File: src/rtl/dp_ram_resp_if.sv
// Request/response bundle for dp_ram_resp: write port, read port, registered
// read response and the init_done status flag.
interface dp_ram_resp_if #(
   parameter int ADDR_WIDTH = 4,
   parameter int DATA_WIDTH = 8
);
   logic                  wr_enb;
   logic [ADDR_WIDTH-1:0] wr_addr;
   logic [DATA_WIDTH-1:0] wr_data;
   logic                  rd_enb;
   logic [ADDR_WIDTH-1:0] rd_addr;
   logic [DATA_WIDTH-1:0] rd_data;
   logic                  rd_valid;
   logic                  init_done;

   modport master (
      output wr_enb, wr_addr, wr_data, rd_enb, rd_addr,
      input  rd_data, rd_valid, init_done
   );

   modport slave (
      input  wr_enb, wr_addr, wr_data, rd_enb, rd_addr,
      output rd_data, rd_valid, init_done
   );
endinterface

File: src/rtl/dp_ram_resp.sv
// Dual-port RAM with a post-reset clear sweep and a registered, 1-cycle read response.
// Macro RAM_WR_BYPASS_EN: same-address read-during-write returns the new data (write-first).
//
// state | meaning
// ------+---------------------------------------------------------------
// INIT  | clearing one word per cycle, requests ignored, init_done = 0
// RUN   | normal operation, requests accepted, init_done = 1
module dp_ram_resp #(
   parameter int ADDR_WIDTH = 4,
   parameter int DATA_WIDTH = 8
) (
   input  logic             clk,
   input  logic             rst,
   dp_ram_resp_if.slave     bus
);
   localparam int DEPTH = 2 ** ADDR_WIDTH;
   localparam logic [ADDR_WIDTH:0] CLR_LAST = (ADDR_WIDTH + 1)'(DEPTH - 1);

   typedef enum logic {INIT, RUN} state_t;

   state_t                state, state_nxt;
   logic [ADDR_WIDTH:0]   clr_cnt, clr_cnt_nxt;
   logic [DATA_WIDTH-1:0] mem [DEPTH];
   logic [DATA_WIDTH-1:0] rd_word;
   logic [DATA_WIDTH-1:0] rd_data_q;
   logic                  rd_valid_q;
   logic                  wr_accept;
   logic                  rd_accept;

   always_ff @(posedge clk) begin
      if (rst) begin
         state   <= INIT;
         clr_cnt <= '0;
      end else begin
         state   <= state_nxt;
         clr_cnt <= clr_cnt_nxt;
      end
   end

   always_comb begin
      state_nxt   = state;
      clr_cnt_nxt = clr_cnt;
      case (state)
         INIT: begin
            clr_cnt_nxt = clr_cnt + 1'b1;
            if (clr_cnt == CLR_LAST) begin
               state_nxt   = RUN;
               clr_cnt_nxt = '0;
            end
         end
         RUN:     state_nxt = RUN;
         default: state_nxt = INIT;
      endcase
   end

   assign wr_accept = (state == RUN) && bus.wr_enb;
   assign rd_accept = (state == RUN) && bus.rd_enb;

   always_ff @(posedge clk) begin
      if (!rst) begin
         if (state == INIT)
            mem[clr_cnt[ADDR_WIDTH-1:0]] <= '0;
         else if (wr_accept)
            mem[bus.wr_addr] <= bus.wr_data;
      end
   end

`ifdef RAM_WR_BYPASS_EN
   assign rd_word = (wr_accept && (bus.wr_addr == bus.rd_addr)) ? bus.wr_data
                                                                : mem[bus.rd_addr];
`else
   // Array read in the same edge as the write sees the old contents.
   assign rd_word = mem[bus.rd_addr];
`endif

   always_ff @(posedge clk) begin
      if (rst) begin
         rd_data_q  <= '0;
         rd_valid_q <= 1'b0;
      end else begin
         rd_valid_q <= rd_accept;
         if (rd_accept)
            rd_data_q <= rd_word;
      end
   end

   assign bus.rd_data   = rd_data_q;
   assign bus.rd_valid  = rd_valid_q;
   assign bus.init_done = (state == RUN);
endmodule

File: src/flat_wrapper.sv
// flat-port wrapper written by rule: the top's interface ports become plain ports
module dp_ram_resp_flat 
#(
   parameter int ADDR_WIDTH = 4,
   parameter int DATA_WIDTH = 8
)
  (clk, rst, bus_wr_enb, bus_wr_addr, bus_wr_data, bus_rd_enb, bus_rd_addr, bus_rd_data, bus_rd_valid, bus_init_done);
  dp_ram_resp_if #(.ADDR_WIDTH(ADDR_WIDTH), .DATA_WIDTH(DATA_WIDTH)) bus_i ();
  input  logic clk;
  input  logic rst;
  input wire logic [$bits(bus_i.wr_enb)-1:0] bus_wr_enb;
  input wire logic [$bits(bus_i.wr_addr)-1:0] bus_wr_addr;
  input wire logic [$bits(bus_i.wr_data)-1:0] bus_wr_data;
  input wire logic [$bits(bus_i.rd_enb)-1:0] bus_rd_enb;
  input wire logic [$bits(bus_i.rd_addr)-1:0] bus_rd_addr;
  output wire logic [$bits(bus_i.rd_data)-1:0] bus_rd_data;
  output wire logic [$bits(bus_i.rd_valid)-1:0] bus_rd_valid;
  output wire logic [$bits(bus_i.init_done)-1:0] bus_init_done;
  assign bus_i.wr_enb = bus_wr_enb;
  assign bus_i.wr_addr = bus_wr_addr;
  assign bus_i.wr_data = bus_wr_data;
  assign bus_i.rd_enb = bus_rd_enb;
  assign bus_i.rd_addr = bus_rd_addr;
  assign bus_rd_data = bus_i.rd_data;
  assign bus_rd_valid = bus_i.rd_valid;
  assign bus_init_done = bus_i.init_done;
  dp_ram_resp #(.ADDR_WIDTH(ADDR_WIDTH), .DATA_WIDTH(DATA_WIDTH)) u_core (.clk(clk), .rst(rst), .bus(bus_i));
endmodule
File: config.mk
export PLATFORM = sky130hd
export DESIGN_NAME = dp_ram_resp_flat
export DESIGN_NICKNAME = d
export VERILOG_FILES = /design/src/rtl/dp_ram_resp_if.sv /design/src/rtl/dp_ram_resp.sv /design/src/flat_wrapper.sv
export SDC_FILE = /design/constraint.sdc
export NUM_CORES = 1
export LEC_CHECK = 0
export ABC_CLOCK_PERIOD_IN_PS = 1800
export BUFFER_PORTS_ARGS = -buffer_cell sky130_fd_sc_hd__buf_4
export CAP_MARGIN = 40
export CORE_MARGIN = 8
export CORE_UTILIZATION = 35
export CTS_CLUSTER_SIZE = 20
export DETAILED_ROUTE_END_ITERATION = 6
export GPL_ROUTABILITY_DRIVEN = 0
export PLACE_DENSITY = 0.62
export REMOVE_ABC_BUFFERS = 1
export SYNTH_ARGS = -nofsm -noshare
export SYNTH_HDL_FRONTEND = slang
export SYNTH_SLANG_ARGS = --single-unit
File: constraint.sdc
create_clock -name clk -period 1.8 [get_ports clk]
set_input_delay 0.09 -clock clk [delete_from_list [all_inputs] [get_ports clk]]
set_output_delay 0.09 -clock clk [all_outputs]
set_load 0.02 [all_outputs]
**After elaboration in Yosys (flattened, before gate mapping)**

Memory sizes are Yosys's and may differ from the RTL's. A register that Yosys moved wholly into a read port is not among the register bits.
Index checks and enable logic that the tools add are counted.

- Bits in writable memories: 128
- Input port bits: 20
- Bits in registers: 7
- Memories: 1

Memory list:

| name | words | bits a word | read ports | clocked after Yosys merged registers in | write ports | line | source |
|---|---|---|---|---|---|---|---|
| u_core.mem | 16 | 8 | 1 | 1 | 1 | dp_ram_resp.sv:23 | `logic [DATA_WIDTH-1:0] mem [DEPTH];` |

- Multiplexer cells: 13
- Eq/ne operators: 1
- Bitwise gates (word level): 1
- Add/subtract/negate cells: 1
- Reductions and logical operators: 3

Operators by type and width:

| cell | number |
|---|---|
| 2-to-1 mux 1 bit | 9 |
| 2-to-1 mux 8 bit | 1 |
| OR reduction 8 bit | 1 |
| adder 5 x 1 -> 5 bit, second input constant | 1 |
| == test 5 x 4 -> 1 bit, second input constant | 1 |
| 2-to-1 mux 5 bit | 1 |
| 2-to-1 mux 4 bit | 1 |
| logical AND 1 bit | 2 |
| one-hot mux 1 bit (2 select lines) | 1 |
| NOT 1 bit | 1 |

**Depth between registers and ports, before layout**

Gate-level depths: netlist of the first run.

- Depth in word-level cells: 7
- Depth in mapped cells: 7
- Depth with buffers taken out: 5

**Worst setup path after synthesis of the first run**

Ideal clock, no wire load.

- Path kind: reg2reg
- From: register u_core.state, in the netlist u_core.bus.init_done
- To: memory u_core.mem[1][0], enable pin
- Library setup time: 0.370 ns
- Buffers on the path: 2
- Cell stages (with the launch flop): 6
- Data arrival time: 1.741 ns
- Required time: 1.430 ns
- Path slack: -0.311 ns
- Cell sequence: dfxtp_1 -> and3b_1 -> clkbuf_1 -> clkbuf_1 -> a31oi_1 -> nor2_1

- Cells in the longest elaborated chain, start to end: 7
- Elaborated cells between the ends (all ways): 11
- Classes of those cells: 9 x mux; 2 x reduce/logical

RTL lines:

| element | line | source |
|---|---|---|
| start: declaration | dp_ram_resp.sv:21 | `state_t state, state_nxt;` |
| start signal: assignment | dp_ram_resp.sv:35 | `state <= state_nxt;` |
| logical AND 1 bit | dp_ram_resp.sv:56 | `assign wr_accept = (state == RUN) && bus.wr_enb;` |
| 2-to-1 mux 1 bit | dp_ram_resp.sv:63 | `else if (wr_accept)` |
| 2-to-1 mux 1 bit | dp_ram_resp.sv:61 | `if (state == INIT)` |
| 2-to-1 mux 1 bit | dp_ram_resp.sv:60 | `if (!rst) begin` |
| 2-to-1 mux 1 bit (implied by the code) | dp_ram_resp.sv:64 | `mem[bus.wr_addr] <= bus.wr_data;` |
| OR reduction 8 bit (no line) | n/a |  |
| 2-to-1 mux 4 bit (no line) / 2-to-1 mux 1 bit (equally long branches) | n/a |  |
| end: declaration | dp_ram_resp.sv:23 |  |

Parallel ways exist; a longest one is shown, timed or not.

**Worst setup path after layout of the first run**

- From: input rst
- To: memory u_core.mem[2][0], enable pin

- Cells in the longest elaborated chain, start to end: 4
- Elaborated cells between the ends (all ways): 7
- Classes of those cells: 6 x mux; 1 x reduce/logical

RTL lines:

| element | line | source |
|---|---|---|
| start: declaration | flat_wrapper.sv:10 | `input logic rst;` |
| 2-to-1 mux 1 bit | dp_ram_resp.sv:60 |  |
| 2-to-1 mux 1 bit (implied by the code) | dp_ram_resp.sv:64 |  |
| OR reduction 8 bit (no line) | n/a |  |
| 2-to-1 mux 4 bit (no line) / 2-to-1 mux 1 bit (equally long branches) | n/a |  |

Parallel ways exist; a longest one is shown, timed or not.

==> impl_metrics.yaml, run 1 <==
pwr:
  power_leakage_nw: 2.645
  ir_worst_vdd_mv: 0.5802
  p_clk_frac: 0.526
  p_int_mw: 6.823
  swShare: 0.1776
  comb_power_share: 0.037
  total_power_mw: 8.296
  p_per_area_nw_per_um2: 1168
  switchingPower_mw: 1.473
  seqPwrFrac: 0.437
setup_path:
  crit_required_ns: 1.97
  crit_type: "in -> reg"
  cp_max_fo: 12
  start_kind: "primary input"
  arrival_ns: 1.89
  cp-end-kind: "flop"
sta:
  slew_headroom: 0.6129
  final_hold_viol_count: 0
  drv_slew: 0
  rsz0062_at_grt: "no"
  whs_ns: 0.1971
  setup_tns_ns: 0
  fin_skew_ns: 0.003751
  setup_viol: 0
  post-route-period-util: 0.9576
  clock.fmax_mhz: 580.2
  fin_crit_ns: 1.724
  worst_pin_slew_ns: 0.5807
floorplanning:
  placeableCoreArea_um2: 15890
  ios: 30
  dieArea_um2: 20600
  die_w_um: 143.5
  start_util: 0.3583
  die_h_um: 143.5
  num_rows: 46
synth:
  synth.most_common_cell: "edfxtp_1"
  yosysTopAreaCellShare: 0.6753
  synthArstFlopShare: 0
  yosys-top-cells-area: "edfxtp_1, mux4_2, dfxtp_1"
  synth_commonest_cells: "edfxtp_1, nor2_1, mux4_2"
  syn_inst: 300
  ys_types: 38
  synth_top_area_cell: "edfxtp_1"
  syn_area_per_cell_um2: 18.97
  ys.flop_type: "edfxtp_1"
  seq_area_frac_synth: 0.7281
  synth.cell_area_um2: 5692
  yosys_warnings: 0
  synth-seq-cells: 143
  synth-edff-count: 128
flow_run:
  maxCapViolations: 0
routing:
  drtPass1Iterations: 4
  wire_per_inst_um: 20.10
  drc_errors: 0
  vias: 2952
  via_per_inst: 5.012
  dr_wl_met2_um: 5769
  totalWireLength_um: 11840
  top_layer: "met4"
  ant_nets: 0
  drt_iter0_markers: 263
  drt-met1-wl_um: 5147
  dr_wl_met3_um: 708
cells_and_area:
  final_core_util: 0.4471
  drive_gt1_frac: 0.3512
  diodes: 0
  n_fill_cell: 1406
  fin_area_um2: 7103
  areaGrowthSynthToFinish_pct: 24.80
  final_nets: 381
clocking:
  h-tree-depth: 4
  clk_latency_ns: 0.41
  cts_buffers: 17
  clock_path_buffers: 2
  cts_tree: "built"
  numClockSinks: 143
  cts_setup_buffers: 0
  path_clk_slew_ns: 0.06
  root_buffer: "clkbuf_16"
placement:
  placed_area_um2: 6267
  dp_hpwl_um: 7762
  port_buffers: 29
run_status:
  outcome: "finished, final reports clean"
grt:
  grt_pass1_vias: 3196
  grt_first_pass_wirelength_um: 18040
  gr-total-overflow: 0
  grtUsageTotal: 0.1233
  antenna_found_initial: 0
  grt_start_max_net_pins: 35
worst_hold_path:
  hp-class: "in -> reg"
[path summary, 6_finish.rpt]
path	start	end	slack, ns	cells after the start
min reg2reg	u_core.clr_cnt[4]$_SDFFE_PP0N_	u_core.clr_cnt[4]$_SDFFE_PP0N_	0.47	1
max reg2reg	u_core.bus.init_done$_SDFF_PP0_	u_core.mem[0][2]$_DFFE_PP_	0.10	6
max	rst	u_core.mem[2][0]$_DFFE_PP_	0.08	8
min	bus_rd_addr[1]	u_core.bus.rd_data[7]$_SDFFE_PP0P_	0.20	3
[registers in the layout, summed over array words and instances, names as in the netlist]
name,count
u_core.bus.rd_data,8
u_core.bus.init_done,1
u_core.mem,128
u_core.bus.rd_valid,1
u_core.clr_cnt,5
[per-stage QoR]
stage / worst slack (ns) / std cells
3_5_place_dp: 0.03061 / 555
2_1_floorplan: -0.4337 / 285
4_1_cts: 0.006360 / 589
3_3_place_gp: 0.01764 / 554
6_report: 0.07639 / 589
5_1_grt: 0.0007350 / 589
[layout by cell type, fill, tap and decap left out, types with 2 or more instances in the layout]
| cell type | instances |
|---|---|
| mux4_1 | 8 |
| clkinv_4 | 2 |
| dfxtp_1 | 15 |
| inv_1 | 2 |
| mux4_2 | 22 |
| a31oi_2 | 4 |
| nand3_1 | 3 |
| nand3b_1 | 2 |
| nor3b_2 | 2 |
| a22oi_1 | 8 |
| buf_6 | 3 |
| and2_1 | 10 |
| bufinv_16 | 9 |
| a21oi_1 | 3 |
| mux2_2 | 9 |
| nand2_2 | 3 |
| edfxtp_1 | 128 |
| nand2_1 | 5 |
| dlygate4sd3_1 | 2 |
| nor2b_1 | 2 |
| mux2i_1 | 12 |
| o21ai_1 | 6 |
| clkbuf_16 | 17 |
| nor2_1 | 23 |
| buf_4 | 51 |
[kinds of logic after synthesis]
| family | count (synthesis) | synth area share |
|---|---|---|
| mux | 52 | 0.1647 |
| fa+ha+maj | 1 | 0.002198 |
| flops | 143 | 0.7281 |
| xor+xnor | 1 | 0.001539 |
| buf+inv | 17 | 0.01891 |
| simple gates | 60 | 0.05584 |
| compound gates | 26 | 0.02880 |
[timing repair]
item | 4_1_cts | 5_1_grt
gates resized for setup | 0 | 16
hold endpoints to repair | 7 | 0
setup endpoints to repair | 0 | 120
hold buffers | 2 | 0
[power groups by stage]
| stage | combinational (mW) | clock (mW) | sequential (mW) |
|---|---|---|---|
| floorplan | 0.150 | 0 | 3.69 |
| global placement | 0.291 | 0 | 3.69 |
| detailed placement | 0.296 | 0 | 3.69 |
| CTS | 0.300 | 4.42 | 3.63 |
| global route | 0.332 | 4.57 | 3.63 |
| finish | 0.309 | 4.36 | 3.63 |
[area by class of cell]
cell class	instances	area, µm²	share of cell area
Clock buffer	18	439.2	0.06183
Clock inverter	14	309.0	0.04351
Multi-Input combinational cell	140	1496	0.2107
Timing Repair Buffer	56	436.7	0.06148
Inverter	2	7.507	0.001057
Sequential cell	143	4144	0.5834
Tap cell	216	270.3	0.03805
[critical path, cell delays in order]
cell	delay [ns]
dlygate4sd3_1	0.54
buf_4	0.18
and3b_2	0.29
buf_4	0.21
nor3b_2	0.07
a31oi_2	0.25
nor2_1	0.09
buf_4	0.18
[per-layer routing]
metal | GRT usage | up-vias
met2 | 0.1967 | 93
met1 | 0.1484 | 1514
met3 | 0.04512 | 10
li1 | - | 1335
met4 | 0.05147 | 0
met5 | 0 | -
No activity file was read; power rests on OpenSTA's default activity.
==> run 2: changes to the inputs <==
--- a/config.mk
+++ b/config.mk
@@ -5,7 +5,7 @@
 export SDC_FILE = /design/constraint.sdc
 export NUM_CORES = 1
 export LEC_CHECK = 0
-export ABC_CLOCK_PERIOD_IN_PS = 1800
+export ABC_CLOCK_PERIOD_IN_PS = 2080
 export BUFFER_PORTS_ARGS = -buffer_cell sky130_fd_sc_hd__buf_4
 export CAP_MARGIN = 40
 export CORE_MARGIN = 8
@@ -13,7 +13,7 @@
 export CTS_CLUSTER_SIZE = 20
 export DETAILED_ROUTE_END_ITERATION = 6
 export GPL_ROUTABILITY_DRIVEN = 0
-export PLACE_DENSITY = 0.62
+export PLACE_DENSITY = 0.61
 export REMOVE_ABC_BUFFERS = 1
 export SYNTH_ARGS = -nofsm -noshare
 export SYNTH_HDL_FRONTEND = slang
==> constraint.sdc (replaced) <==
create_clock -name clk -period 2.08 [get_ports clk]
set_input_delay 0.104 -clock clk [delete_from_list [all_inputs] [get_ports clk]]
set_output_delay 0.104 -clock clk [all_outputs]
set_load 0.02 [all_outputs]
==> impl_metrics.yaml, run 2 (same netlist as run 1, synthesis figures left out) <==
worst_hold_path:
  hp-class: "in -> reg"
  holdPathEnd: "u_core.clr_cnt[3]$_SDFFE_PP0N_"
  hold_depth: 3
  hold_start: "rst"
setup_path:
  crit_chain: "and3b_1 -> buf_4 -> a31oi_1 -> nor2_2"
  cp_max_fo: 8
  r2r-start: "u_core.bus.init_done$_SDFF_PP0_"
  cp-end-kind: "flop"
  crit_type: "reg -> reg"
  start_kind: "flop"
  cpPeakStageDelay_ns: 0.49
  reg2reg_depth: 4
  critical_path.slowest_cell: "nor2_2"
  arrival_ns: 1.84
  crit_required_ns: 2.13
  reg2reg_to: "u_core.mem[12][0]$_DFFE_PP_"
  rrSetupSlack_ns: 0.28
clocking:
  numClockSinks: 143
  root_buffer: "clkbuf_16"
  h-tree-depth: 4
  clock_path_buffers: 2
  cts_tree: "built"
  path_clk_slew_ns: 0.06
  clk_latency_ns: 0.42
  cts_buffers: 17
run_status:
  outcome: "finished, final reports clean"
placement:
  port_buffers: 29
  placed_area_um2: 6287
  dp_hpwl_um: 7485
pwr:
  total_power_mw: 6.502
  p_per_area_nw_per_um2: 940.4
  ir_worst_vdd_mv: 0.5757
  power_leakage_nw: 2.565
routing:
  ant_nets: 0
  vias: 2911
  totalWireLength_um: 11710
  drc_errors: 0
  wire_per_inst_um: 19.88
  via_per_inst: 4.942
  drt_iter0_markers: 175
  drtPass1Iterations: 4
sta:
  fin_skew_ns: 0.009175
  clock.fmax_mhz: 557.1
  rsz0062_at_grt: "no"
  slew_headroom: 0.3932
  post-route-period-util: 0.8630
  final_hold_viol_count: 0
  worst_pin_slew_ns: 0.9102
  setup_viol: 0
  setup_tns_ns: 0
  fin_crit_ns: 1.795
  drv_slew: 0
grt:
  antenna_found_initial: 0
  grtUsageTotal: 0.1250
  grt_first_pass_wirelength_um: 18470
  grt_start_max_net_pins: 35
  grt_pass1_vias: 3175
  gr-total-overflow: 0
floorplanning:
  ios: 30
  die_w_um: 143.5
  placeableCoreArea_um2: 15890
  start_util: 0.3583
  die_h_um: 143.5
  num_rows: 46
  dieArea_um2: 20600
cells_and_area:
  final_nets: 381
  diodes: 0
  areaGrowthSynthToFinish_pct: 21.48
  drive_gt1_frac: 0.3137
  final_core_util: 0.4353
  layout_commonest_cell: "edfxtp_1"
  layout_common_cells: "edfxtp_1, buf_4, mux4_2"
  top_register: "u_core.mem"
  largest_reg_flops: 128
  n_fill_cell: 1413
  fin_area_um2: 6914
flow_run:
  maxCapViolations: 0
run 2: cell count changes in the layout (fill, tap and decap cells not counted), sizes merged:
cell,change
dlygate4sd3,-1
inv,-1
clkbuf,+1
clkinvlp,+2
buf,+1
clkinv,+3
bufinv,-5
run 2: worst max-delay path: cells and delay by family (launching register included):
kind	cells	cell delay (ns)
AND/OR/NAND/NOR	2	0.79
flip-flops	1	0.32
buffers and inverters	1	0.17
AO/OA/AOI/OAI	1	0.14
run 2: worst max-delay path by stage:
| stage | slack, ns | to | startpoint | cells after the start |
|---|---|---|---|---|
| final | 0.28 | u_core.mem[12][0]$_DFFE_PP_ | u_core.bus.init_done$_SDFF_PP0_ | 4 |
| after global routing | 0.14 | u_core.mem[11][6]$_DFFE_PP_ | u_core.bus.init_done$_SDFF_PP0_ | 6 |
| after CTS | 0.08 | u_core.mem[12][6]$_DFFE_PP_ | u_core.bus.init_done$_SDFF_PP0_ | 4 |
| after detailed placement | 0.09 | u_core.mem[12][1]$_DFFE_PP_ | u_core.bus.init_done$_SDFF_PP0_ | 4 |
| after global placement | 0.21 | u_core.mem[8][3]$_DFFE_PP_ | u_core.bus.init_done$_SDFF_PP0_ | 4 |
| after floorplan | -0.15 | u_core.mem[10][0]$_DFFE_PP_ | u_core.bus.init_done$_SDFF_PP0_ | 4 |
run 2: final cells by class:
cell class / count / area (µm²) / share of cell area
Sequential cell: 143 / 4144 / 0.5993
Tap cell: 216 / 270.3 / 0.03909
Clock inverter: 13 / 168.9 / 0.02443
Timing Repair Buffer: 56 / 435.4 / 0.06298
Inverter: 2 / 7.507 / 0.001086
Multi-Input combinational cell: 140 / 1445 / 0.2090
Clock buffer: 19 / 442.9 / 0.06406
run 2: timing repair:
item,4_1_cts,5_1_grt
setup endpoints to repair,0,16
buffers inserted,0,0
resized for setup,0,2
endpoints found under the hold margin,1,0
hold buffers,1,0
run 2: per-layer routing:
layer / global-route usage / vias to the layer above / routed length (µm)
met1: 0.1561 / 1476 / 5077
met2: 0.1950 / 89 / 5565
met3: 0.04645 / 15 / 874
met4: 0.04593 / 0 / 193
met5: 0 / - / 0
li1: - / 1331 / -
run 2: report_power, final:
part / leakage, nW / switching, mW / internal (mW)
sequential: 1.45 / 0.0133 / 3.12
clock: 0.291 / 1.09 / 2.02
combinational: 0.821 / 0.130 / 0.130
total: 2.57 / 1.23 / 5.27
run 2: stage by stage:
stage / std cells / hold WS, ns / worst slack, ns
global route: 589 / 0.03451 / 0.1417
CTS: 589 / 0.01265 / 0.08002
global placement: 556 / 0.4067 / 0.2070
detailed placement: 556 / 0.3916 / 0.08829
floorplan: 285 / 0.1764 / -0.1537
finish: 589 / 0.02975 / 0.2850
